`src/rtl/sram_pkg.sv`:
```
// rtl/sram_pkg.sv - shared constants and write-FSM state encoding for the SRAM framebuffer writer
package sram_pkg;
    localparam int SRAM_AW  = 18;
    localparam int SRAM_DW  = 16;
    localparam int SLOT_LEN = 3;

    typedef enum logic [1:0] {
        IDLE  = 2'd0,
        SETUP = 2'd1,
        PULSE = 2'd2,
        HOLD  = 2'd3
    } wr_state_e;
endpackage

```
`src/rtl/sync_fifo.sv`:
```
// rtl/sync_fifo.sv - single-clock FIFO with combinational head and occupancy count
module sync_fifo #(
    parameter int DEPTH = 8,
    parameter int WIDTH = 36
) (
    input  logic                     clk,
    input  logic                     rst,
    input  logic                     push,
    input  logic [WIDTH-1:0]         wdata,
    input  logic                     pop,
    output logic [WIDTH-1:0]         rdata,
    output logic [$clog2(DEPTH):0]   level,
    output logic                     full,
    output logic                     empty
);
    localparam int PW = $clog2(DEPTH);
    localparam int LW = PW + 1;
    localparam logic [LW-1:0] FULL_LEVEL = LW'(DEPTH);

    logic [WIDTH-1:0] mem [DEPTH];
    logic [PW-1:0]    wr_ptr;
    logic [PW-1:0]    rd_ptr;
    logic             do_push;
    logic             do_pop;

    assign full    = (level == FULL_LEVEL);
    assign empty   = (level == '0);
    assign do_push = push & ~full;
    assign do_pop  = pop & ~empty;
    assign rdata   = mem[rd_ptr];

    always_ff @(posedge clk) begin
        if (do_push) begin
            mem[wr_ptr] <= wdata;
        end
    end

    // DEPTH is a power of two, so the pointers wrap by plain overflow
    always_ff @(posedge clk) begin
        if (rst) begin
            wr_ptr <= '0;
            rd_ptr <= '0;
            level  <= '0;
        end else begin
            if (do_push) begin
                wr_ptr <= wr_ptr + 1'b1;
            end
            if (do_pop) begin
                rd_ptr <= rd_ptr + 1'b1;
            end
            case ({do_push, do_pop})
                2'b10:   level <= level + 1'b1;
                2'b01:   level <= level - 1'b1;
                default: level <= level;
            endcase
        end
    end
endmodule

```
`src/rtl/sram_fb_writer.sv`:
```
// rtl/sram_fb_writer.sv - buffers producer writes and issues one 3-cycle SRAM write per reader slot
module sram_fb_writer
    import sram_pkg::*;
#(
    parameter int DEPTH = 8,
    parameter int AW    = SRAM_AW,
    parameter int DW    = SRAM_DW
) (
    input  logic                     clk,
    input  logic                     rst,
    input  logic                     in_valid,
    output logic                     in_ready,
    input  logic [AW-1:0]            in_addr,
    input  logic [DW-1:0]            in_data,
    input  logic [1:0]               in_be,
    input  logic                     slot,
    output logic                     sram_own,
    output logic [AW-1:0]            sram_addr,
    output logic [DW-1:0]            sram_dq_o,
    output logic                     sram_dq_oe,
    output logic                     sram_we_n,
    output logic                     sram_ub_n,
    output logic                     sram_lb_n,
    output logic [$clog2(DEPTH):0]   level,
    output logic                     idle
);
    localparam int WIDTH = AW + DW + 2;

    wr_state_e        state;
    logic [WIDTH-1:0] head;
    logic [AW-1:0]    head_addr;
    logic [DW-1:0]    head_data;
    logic [1:0]       head_be;
    logic             fifo_full;
    logic             fifo_empty;
    logic             fifo_pop;

    assign head_addr = head[WIDTH-1 -: AW];
    assign head_data = head[DW+1 -: DW];
    assign head_be   = head[1:0];

    assign in_ready = ~fifo_full;
    assign fifo_pop = (state == SETUP);
    assign idle     = fifo_empty & (state == IDLE);

    sync_fifo #(
        .DEPTH (DEPTH),
        .WIDTH (WIDTH)
    ) u_fifo (
        .clk   (clk),
        .rst   (rst),
        .push  (in_valid & in_ready),
        .wdata ({in_addr, in_data, in_be}),
        .pop   (fifo_pop),
        .rdata (head),
        .level (level),
        .full  (fifo_full),
        .empty (fifo_empty)
    );

    // Head is latched on entry to SETUP, so popping at SETUP->PULSE does not disturb the bus
    always_ff @(posedge clk) begin
        if (rst) begin
            state      <= IDLE;
            sram_own   <= 1'b0;
            sram_dq_oe <= 1'b0;
            sram_we_n  <= 1'b1;
            sram_ub_n  <= 1'b1;
            sram_lb_n  <= 1'b1;
            sram_addr  <= '0;
            sram_dq_o  <= '0;
        end else begin
            case (state)
                IDLE: begin
                    if (slot && !fifo_empty) begin
                        state      <= SETUP;
                        sram_own   <= 1'b1;
                        sram_dq_oe <= 1'b1;
                        sram_addr  <= head_addr;
                        sram_dq_o  <= head_data;
                        sram_ub_n  <= ~head_be[1];
                        sram_lb_n  <= ~head_be[0];
                    end
                end
                SETUP: begin
                    state     <= PULSE;
                    sram_we_n <= 1'b0;
                end
                PULSE: begin
                    state     <= HOLD;
                    sram_we_n <= 1'b1;
                end
                HOLD: begin
                    state      <= IDLE;
                    sram_own   <= 1'b0;
                    sram_dq_oe <= 1'b0;
                    sram_ub_n  <= 1'b1;
                    sram_lb_n  <= 1'b1;
                end
                default: state <= IDLE;
            endcase
        end
    end
endmodule

```
`config.mk`:
```
export PLATFORM = sky130hd
export DESIGN_NAME = sram_fb_writer
export DESIGN_NICKNAME = d
export VERILOG_FILES = /design/src/rtl/sram_pkg.sv /design/src/rtl/sync_fifo.sv /design/src/rtl/sram_fb_writer.sv
export SDC_FILE = /design/constraint.sdc
export NUM_CORES = 1
export LEC_CHECK = 0
export ABC_AREA = 1
export CORE_UTILIZATION = 53
export CTS_CLUSTER_DIAMETER = 150
export DETAILED_ROUTE_END_ITERATION = 16
export GPL_TIMING_DRIVEN = 1
export PLACE_DENSITY = 0.75
export SETUP_SLACK_MARGIN = 0.15
export SLEW_MARGIN = 25
export SYNTH_ARGS = -nofsm -noshare
export SYNTH_HDL_FRONTEND = slang
export SYNTH_HIERARCHICAL = 1
export SYNTH_SLANG_ARGS = --single-unit
```
`constraint.sdc`:
```
create_clock -name clk -period 3.2 [get_ports clk]
set_input_delay 0.32 -clock clk [delete_from_list [all_inputs] [get_ports clk]]
set_output_delay 0.32 -clock clk [all_outputs]
set_load 0.01 [all_outputs]
```
==> summary.md, run 1 <==
| Metric | Value |
|---|---|
| CTS tree | `done` |
| Fmax | `0.4125 GHz` |
| Sw Share | `30.39%` |
| GR Overflow Total | `0` |
| Placed cell count | `1483` |
| Syn_nets | `1165` |
| Syn_area_per_cell | `12.21 um^2` |
| Max Slew Vio Count | `0` |
| Adder-Cell Fraction of Synth Area | `1.012%` |
| Critical path class | `reg -> out` |
| Simple-gate share of the synthesized area | `11.66%` |
| P_int | `8.920 mW` |
| Final min period | `2.424 ns` |
| Synth Instances | `1114` |
| Worst-path fanout max | `17` |
| Post-Route Utilization | `63.12%` |
| Initial antenna violation count | `0` |
| Most common cell on crit path | `inv_1` |
| Layout fillers | `1838` |
| Post-synthesis xor/xnor area fraction | `0.1931%` |
| Layout cells sized above 1 | `7.572%` |
| Final TNS setup | `0 ns` |
| Global route hottest layer | `met2` |
| Starting DRT DRC Count | `754` |
| RSZ-0062 raised after global routing | `false` |
| Number of cell rows | `58` |
| Initial Util | `54.02%` |
| Worst-path clk slew | `0.06 ns` |
| Global-route wire length before repair | `45.72 mm` |
| Hold_sp | `rst` |
| Setup repair bufs after CTS | `0` |
| Clock share of power | `31.6%` |
| Setup Viol. Count Final | `0` |
| H-tree depth | `2` |
| Final hold violations | `0` |
| Slew @ Worst Pin | `0.7494 ns` |
| Data arrival time of the worst path | `2.10 ns` |
| Core Box Area | `25180 um^2` |
| # nets final | `1241` |
| #FFs+latches synth | `341` |
| Vias | `8716` |
| Post-CTS Resized | `0` |
| Number of global-route vias before repair | `8566` |
| Worst hold slack | `0.2581 ns` |
| Slowest CP cell | `clkdlybuf4s50_1` |
| Area Growth Syn to Fin | `16.83%` |
| Crit path launch | `state[0]` |
| Vias per cell | `5.641` |
| Number of remaining DRC errors | `0` |
| Die Ht | `162.2 um` |
| Die area | `26310 um^2` |
| Worst hold path class | `in -> reg` |
| Largest family of logic cells by synthesized area | `simple AND/OR/NAND/NOR gates` |
| RD Place Congestion | `0.7865` |
| Status | `completed` |
| Hold-fix buffers, CTS | `0` |
| Root buf cell | `clkbuf_16` |
| DP HPWL | `17.44 mm` |
| R2R Path Start | `u_fifo/level[0]` |
| Synth Area in Compound Gates | `8.848%` |
| Crit path required time | `2.88 ns` |
| Power share of the combinational group | `25.3%` |
| Clock Sinks | `341` |
| Clock Latency Late Sink | `0.51 ns` |
| Max-cap violation count | `0` |
| Post-synthesis mux area share | `2.649%` |
| FF+latch area | `9717 um^2` |
| Largest net degree at the start of global routing | `80` |
| Fin crit share | `75.77%` |
| Syn. warnings | `6` |
| Total GRT Usage | `22.79%` |
| Slowest Stage Delay on Critical Path | `0.55 ns` |
| Worst path cell trace | `inv_1 -> ha_1 -> buf_4 -> nand2_1 -> inv_1 -> clkdlybuf4s50_1` |
| CP Launch Type | `flip-flop` |
| PD cells | `806.3 nW/um^2` |
| Lkg Pwr | `5.437 nW` |
| Num CTS Buffers | `35` |
| Area of the multi-input gates | `3374 um^2` |
| Met1 Track Usage GR | `30.60%` |
| ANT cells | `0` |
| Total wire length | `29.21 mm` |
| IO Count | `85` |
| Layout Cells excl Fill | `1545` |
| Met3 GRT Util | `3.192%` |
| Total power | `12.82 mW` |
| Die Wd | `162.2 um` |
| Psw | `3.895 mW` |
| PortBufs | `84` |
| Met2 usage | `38.06%` |
| Max clock buf depth | `3` |
| Post-synthesis sequential area ratio | `71.37%` |
| Critical path endpoint category | `output pin` |
| Worst VDD drop | `543.8 uV` |
| Post-Syn Area | `13600 um^2` |
| Setup Skew | `0.01150 ns` |
| Routed Antenna Nets | `0` |
| Slew headroom | `49.73%` |
| Drt wl/cell | `18.90 um` |
| Flop pwr share | `43.1%` |
| Unique masters post-synth | `30` |
| DRT Pass-1 Iters | `4` |
Yosys cell counts (all sizes together):
cell      n  area (um^2)
nor2    164        615.6
nand4    34        212.7
mux2i    36        360.4
o22ai    36        225.2
inv      30        115.1
or2       2        12.51
dfxtp    53         1061
buf      47        371.6
nor3b     2        15.01
nand2   172        645.6
ha       11        137.6
xnor2     2        17.52
clkbuf   24        90.09
a21oi    45        225.2
o21ai   149        745.7
nand3    14        75.07
edfxtp  288         8648
clkinv    1        3.750
nor3      2        10.01
xor2      1        8.760
a211oi    1        7.510
cell families (layout without fill, tap and decap cells):
| family | count (synthesis) | count (layout) |
|---|---|---|
| AO/OA/AOI/OAI | 231 | 231 |
| buffers and inverters | 102 | 203 |
| XOR/XNOR | 3 | 3 |
| adder cells (fa/ha/maj) | 11 | 11 |
| flip-flops | 341 | 341 |
| multiplexers | 36 | 36 |
| AND/OR/NAND/NOR | 390 | 390 |
layout make-up:
cell class	count	share of cell area, %
repair buffers	110	7.038
inverters	31	0.7479
well taps	330	2.598
clock inverters	13	0.8896
clock buffers	49	6.361
multi-input cells	671	21.23
flip-flops and latches	341	61.14
worst max-delay path, delay by kind of cell, from the launching register on:
kind	cells	cell delay (ns)
AND/OR/NAND/NOR	1	0.08
flip-flops	1	0.34
buffers and inverters	4	1.00
adder cells (fa/ha/maj)	1	0.18
power by group through the flow:
stage | registers (mW) | logic [mW] | clock network, mW
5_1_grt | 5.57 | 3.57 | 4.27
6_report | 5.53 | 3.24 | 4.05
3_3_place_gp | 5.60 | 3.16 | 0
2_1_floorplan | 5.64 | 2.16 | 0
3_5_place_dp | 5.62 | 3.22 | 0
4_1_cts | 5.53 | 3.25 | 4.10
final timing paths:
path	to	slack [ns]	depth (start not counted)
max	idle	0.78	6
min	sram_addr[0]	0.26	2
max reg2reg	u_fifo/mem[4][19]	0.79	7
min reg2reg	sram_addr[10]	0.46	2
registers in the layout, indices dropped and copies added, names as in the netlist, named ones only:
| register | flops |
|---|---|
| sram_we_n | 1 |
| sram_ub_n | 1 |
| sram_dq_o | 16 |
| sram_dq_oe | 1 |
| u_fifo/wr_ptr | 3 |
| u_fifo/level | 4 |
| u_fifo/mem | 288 |
| sram_lb_n | 1 |
| state | 2 |
| sram_addr | 18 |
| u_fifo/rd_ptr | 3 |
layer usage:
layer	up-vias	share of wire, %
li1	4124	-
met3	53	5.7
met1	4224	43
met5	-	0
met4	0	2.6
met2	315	49
metrics by stage:
step	area, um^2	worst slack [ns]
2_1_floorplan	13600	0.1217
3_3_place_gp	14740	0.6800
5_1_grt	15890	0.5523
4_1_cts	15890	0.7479
3_5_place_dp	14740	0.6621
6_report	15890	0.7755
placed cells by master (no fill, tap or decap), types with 2 or more instances in the layout:
| cell | instances |
|---|---|
| a21oi_1 | 45 |
| clkbuf_16 | 37 |
| nor3_1 | 2 |
| nand2_1 | 172 |
| nand3_1 | 13 |
| ha_1 | 11 |
| or2_2 | 2 |
| clkbuf_8 | 4 |
| nor2_4 | 8 |
| dfxtp_1 | 51 |
| clkbuf_1 | 8 |
| inv_1 | 28 |
| o21ai_0 | 91 |
| buf_12 | 7 |
| edfxtp_1 | 288 |
| dfxtp_4 | 2 |
| o22ai_1 | 36 |
| clkinv_2 | 4 |
| nor2_1 | 156 |
| xnor2_1 | 2 |
| mux2i_1 | 36 |
| bufinv_16 | 3 |
| clkinv_1 | 5 |
| o21ai_1 | 58 |
| buf_4 | 19 |
| nor3b_1 | 2 |
| nand4_1 | 34 |
| clkdlybuf4s50_1 | 83 |
Note: power is estimated with default switching activity, not from simulation.
==> inputs of run 2 (changes only) <==
==> constraint.sdc (replaced) <==
create_clock -name clk -period 2.18 [get_ports clk]
set_input_delay 0.218 -clock clk [delete_from_list [all_inputs] [get_ports clk]]
set_output_delay 0.218 -clock clk [all_outputs]
set_load 0.01 [all_outputs]
==> run 2 against run 1 <==
Net effect: sequential power rose by 47%; via count rose by 0.54%; global-route usage fell by 0.53 points; utilization rose by 1.4 points; clock power rose by 50%; first-iteration DRC count rose by 5.0%; die area did not move; setup slack got worse by 0.54 ns; design area rose by 2.1%; non-clock buffer count rose by 9; flip-flop and latch count did not move; critical endpoint is now in_ready; largest cell class unchanged.
==> summary.md, run 2 (synthesis results as in run 1) <==
| Metric | Value |
|---|---|
| Status | `completed` |
| Vias per cell | `5.632` |
| Max-cap violation count | `0` |
| Core Box Area | `25180 um^2` |
| Layout cells sized above 1 | `9.951%` |
| Clock Sinks | `341` |
| Max Slew Vio Count | `0` |
| CTS tree | `done` |
| CP Launch Type | `flip-flop` |
| Die area | `26310 um^2` |
| Global-route wire length before repair | `45.15 mm` |
| Routed Antenna Nets | `0` |
| Total GRT Usage | `22.26%` |
| Total power | `19.26 mW` |
| Most common cell after layout, fill and taps aside | `edfxtp_1` |
| Final TNS setup | `0 ns` |
| Largest net degree at the start of global routing | `57` |
| Die Ht | `162.2 um` |
| Worst-path fanout max | `5` |
| Number of remaining DRC errors | `0` |
| Post-Route Utilization | `64.47%` |
| Top reg by flops | `u_fifo/mem` |
| PD cells | `1186 nW/um^2` |
| Final worst slack | `0.2326 ns` |
| RSZ-0062 raised after global routing | `false` |
| Num CTS Buffers | `35` |
| PortBufs | `84` |
| Clock Latency Late Sink | `0.52 ns` |
| ANT cells | `0` |
| Fmax | `0.5135 GHz` |
| Worst hold path class | `in -> reg` |
| Max reg flops | `288` |
| Regs by FF count | `u_fifo/mem (288), sram_addr (18), sram_dq_o (16)` |
| # nets final | `1250` |
| Slew @ Worst Pin | `0.5056 ns` |
| Critical path endpoint category | `output pin` |
| Total wire length | `29.09 mm` |
| Setup Skew | `0.02174 ns` |
| Initial antenna violation count | `0` |
| Die Wd | `162.2 um` |
| Critical path class | `reg -> out` |
| Worst VDD drop | `672.7 uV` |
| Worst hold slack | `0.1251 ns` |
| Vias | `8763` |
| Data arrival time of the worst path | `1.73 ns` |
| Worst-path clk slew | `0.06 ns` |
| Setup Viol. Count Final | `0` |
| IO Count | `85` |
| RD Place Congestion | `0.7929` |
| Number of cell rows | `58` |
| Drt wl/cell | `18.69 um` |
| H-tree depth | `2` |
| Fin crit share | `89.33%` |
| Hold-fix buffers, CTS | `0` |
| Initial Util | `54.02%` |
| Root buf cell | `clkbuf_16` |
| Slew headroom | `66.29%` |
| Most frequent cells in the layout | `edfxtp_1, nand2_1, nor2_1, o21ai_0, clkdlybuf4s50_1` |
| Max clock buf depth | `3` |
| Final min period | `1.947 ns` |
| Pre-CTS setup slack | `0.1344 ns` |
| Lkg Pwr | `5.559 nW` |
| Area Growth Syn to Fin | `19.34%` |
| DRT Pass-1 Iters | `5` |
| Number of global-route vias before repair | `8575` |
| Crit path required time | `1.96 ns` |
| Final hold violations | `0` |
| GR Overflow Total | `0` |
| Starting DRT DRC Count | `792` |
| DP HPWL | `16.84 mm` |
## run 2: changes by cell type in the layout (fill, tap and decap cells not counted), sizes merged
cell	change
clkinvlp	+1
buf	+8
inv	+2
clkinv	-5
clkbuf	+5
dlygate4sd2	+1
clkdlybuf4s50	-1
## run 2: stage by stage
step,area (um^2),std cells
2_1_floorplan,13660,1114
3_3_place_gp,14960,1491
3_5_place_dp,14960,1491
4_1_cts,16170,1555
5_1_grt,16240,1556
6_report,16240,1556
## run 2: area by class of cell
class	instances	area [um^2]
sequential	341	9722
fill	1791	8946
multi-input combinational	671	3435
timing repair buffer	119	1353
clock buffer	53	1045
tap	330	412.9
clock inverter	11	150.1
inverter	31	118.9
## run 2: report_power, final
part	total, mW	leakage (nW)	switching (mW)	internal (mW)
clock network	6.06	0.577	2.37	3.69
registers	8.13	3.05	0.317	7.81
logic	5.07	1.94	3.16	1.91
total	19.3	5.56	5.85	13.4
## run 2: critical path, stage by stage, from the launching register on
cell and delay, ns:
dfxtp_2 0.36, nor2_4 0.13, nand3_2 0.10, inv_1 0.10, inv_1 0.05, clkdlybuf4s50_1 0.47
## run 2: metal layers
layer / track usage, % / wire (um) / share of wire, %
met5: 0 / 0 / 0
met4: 7.847 / 799 / 2.7
met3: 3.524 / 1786 / 6.1
met2: 37.98 / 14470 / 50
met1: 28.95 / 12040 / 41
## run 2: worst paths after layout
kind | startpoint | endpoint | slack (ns) | cells past startpoint
worst max-delay path | u_fifo/level[0] | in_ready | 0.23 | 5
worst min-delay path | rst | u_fifo/level[0] | 0.13 | 2
worst max register to register | u_fifo/level[0] | u_fifo/mem[1][3] | 0.24 | 10
worst min register to register | sram_addr[1] | sram_addr[1] | 0.46 | 2
## run 2: what timing repair did
action | in CTS | in global routing
pin swaps | 1 | 0
setup buffers | 0 | 0
gates resized for setup | 7 | 10
cloned | 0 | 1
endpoints found under the setup margin | 2 | 69
==> inputs of run 3 (changes only) <==
--- a/config.mk
+++ b/config.mk
@@ -6,6 +6,8 @@
 export NUM_CORES = 1
 export LEC_CHECK = 0
 export ABC_AREA = 1
+export CORE_ASPECT_RATIO = 1.2
+export CORE_MARGIN = 2
 export CORE_UTILIZATION = 53
 export CTS_CLUSTER_DIAMETER = 150
 export DETAILED_ROUTE_END_ITERATION = 16
==> run 3 against run 2 <==
Net effect: setup slack gained 0.0080 ns; fmax grew 0.41%; first-iteration DRC count shrank 21%; critical path depth grew 8; highest routed layer unchanged; non-clock buffer count grew 3; via count grew 0.22%; utilization shrank 1.1 points; clock power shrank 5.1%; final cell count shrank 0.19%; critical path type is now reg -> reg.
==> summary.md, run 3 (synthesis results as in run 1) <==
| Metric | Value |
|---|---|
| Status | `completed` |
| Critical path endpoint category | `flip-flop` |
| Hold path depth | `2` |
| Number of global-route vias before repair | `8878` |
| Largest net degree at the start of global routing | `62` |
| PortBufs | `84` |
| PD cells | `1173 nW/um^2` |
| Starting DRT DRC Count | `628` |
| Die area | `26970 um^2` |
| Psw | `5.757 mW` |
| R2R Path Start | `u_fifo/level[2]` |
| Hold-fix buffers, CTS | `0` |
| Clock share of power | `30.5%` |
| Fmax | `0.5156 GHz` |
| Power share of the combinational group | `26.5%` |
| Die Ht | `179.5 um` |
| Root buf cell | `clkbuf_16` |
| Max clock buf depth | `3` |
| Clock Sinks | `341` |
| Worst hold path class | `in -> reg` |
| RSZ-0062 raised after global routing | `true` |
| Delay-heaviest family, CP | `simple AND/OR/NAND/NOR gates` |
| Fin crit share | `88.96%` |
| Layout cells sized above 1 | `10.47%` |
| Crit path launch | `u_fifo/level[2]` |
| ANT cells | `0` |
| Most frequent cells in the layout | `edfxtp_1, nand2_1, nor2_1, o21ai_0, clkdlybuf4s50_1` |
| Met3 GRT Util | `2.792%` |
| Setup Skew | `0.01826 ns` |
| Drt wl/cell | `18.68 um` |
| Global route hottest layer | `met2` |
| Initial Util | `53.59%` |
| Initial antenna violation count | `0` |
| Data arrival time of the worst path | `2.39 ns` |
| Final worst slack | `0.2406 ns` |
| Critical path class | `reg -> reg` |
| Worst-path fanout max | `4` |
| R2R depth | `13` |
| Vias per cell | `5.655` |
| Clock Latency Late Sink | `0.57 ns` |
| Most common cell on crit path | `inv_1` |
| Max Slew Vio Count | `0` |
| Most common cell after layout, fill and taps aside | `edfxtp_1` |
| Routed Antenna Nets | `0` |
| R2R Path End | `u_fifo/level[2]` |
| CP Launch Type | `flip-flop` |
| Pre-CTS setup slack | `0.1009 ns` |
| IO Count | `85` |
| Final hold violations | `0` |
| Final min period | `1.939 ns` |
| H-tree depth | `1` |
| Regs by FF count | `u_fifo/mem (288), sram_addr (18), sram_dq_o (16)` |
| # nets final | `1249` |
| Global-route wire length before repair | `46.29 mm` |
| Setup Viol. Count Final | `0` |
| Slew headroom | `56.69%` |
| Buf/Inv on CP | `3` |
| GR Overflow Total | `0` |
| Placed cell count | `1494` |
| Layout Cells excl Fill | `1553` |
| Area Growth Syn to Fin | `18.28%` |
| Num CTS Buffers | `31` |
| DP HPWL | `17.40 mm` |
| Max reg flops | `288` |
| Design Area, Final | `16090 um^2` |
| P_int | `13.11 mW` |
| Worst hold slack | `0.1867 ns` |
| Total wire length | `29.01 mm` |
| Met1 Track Usage GR | `27.56%` |
| Slowest CP cell | `dfxtp_2` |
| Worst path cell trace | `inv_1 -> nand3_2 -> inv_1 -> nor2_2 -> nand2_2 -> ha_2 -> nor2_1 -> nor2_2 -> ha_2 -> a21oi_2 -> xnor2_1 -> o21ai_0 -> inv_1` |
| CTS tree | `done` |
| Core Box Area | `25380 um^2` |
| Slew @ Worst Pin | `0.6497 ns` |
| Sw Share | `30.50%` |
| Hold Crit Endpoint | `u_fifo/level[0]` |
| Hold_sp | `rst` |
| Worst VDD drop | `830.4 uV` |
| Placed inst area | `14940 um^2` |
| Lkg Pwr | `5.523 nW` |
| Crit path required time | `2.63 ns` |
| Vias | `8782` |
| Slowest Stage Delay on Critical Path | `0.35 ns` |
| Met2 usage | `38.01%` |
| DRT Pass-1 Iters | `5` |
| Top reg by flops | `u_fifo/mem` |
| Total GRT Usage | `21.78%` |
| Number of remaining DRC errors | `0` |
| Die Wd | `150.3 um` |
| Flop pwr share | `43.0%` |
| R2R setup slack | `0.24 ns` |
| Worst-path clk slew | `0.07 ns` |
| Number of cell rows | `64` |
| RD Place Congestion | `0.7963` |
| Total power | `18.87 mW` |
| Max-cap violation count | `0` |
==> run 3: what timing repair did <==
item	CTS	global route
pin swaps	0	1
buffers inserted	0	1
hold endpoints to repair	0	0
resized for setup	8	8
endpoints found under the setup margin	3	9
==> run 3: routing by layer <==
metal	vias to the layer above	share of wire, %
li1	4156	-
met1	4267	40
met2	292	52
met3	67	4.8
met4	0	3.1
met5	-	0
==> run 3: per-stage QoR <==
step                utilization [%]  setup TNS, ns
finish                        63.39              0
global route                  63.39              0
CTS                           63.26              0
detailed placement            58.84              0
global placement              58.84              0
floorplan                         -         -24.70
==> run 3: power by group through the flow <==
stage,Clock [mW],Combinational [mW],Sequential (mW)
floorplan,0,3.22,8.27
global placement,0,4.81,8.21
detailed placement,0,4.92,8.24
CTS,5.84,4.99,8.11
global route,6.08,5.53,8.18
finish,5.75,5.00,8.11
==> run 3: worst max path at each step <==
stage	endpoint	slack [ns]	cells after the start
detailed placement	u_fifo/level[2]	0.10	12
floorplan	u_fifo/mem[0][0]	-0.17	6
finish	u_fifo/level[2]	0.24	13
CTS	u_fifo/level[2]	0.17	13
global route	u_fifo/level[2]	0.12	13
global placement	u_fifo/level[2]	0.18	12
==> run 3: final cells by class <==
class / count / area (um^2)
timing repair buffer: 122 / 1318
clock buffer: 35 / 820.8
sequential: 341 / 9723
inverter: 31 / 118.9
clock inverter: 23 / 285.3
fill: 1865 / 9293
multi-input combinational: 671 / 3413
tap: 330 / 412.9
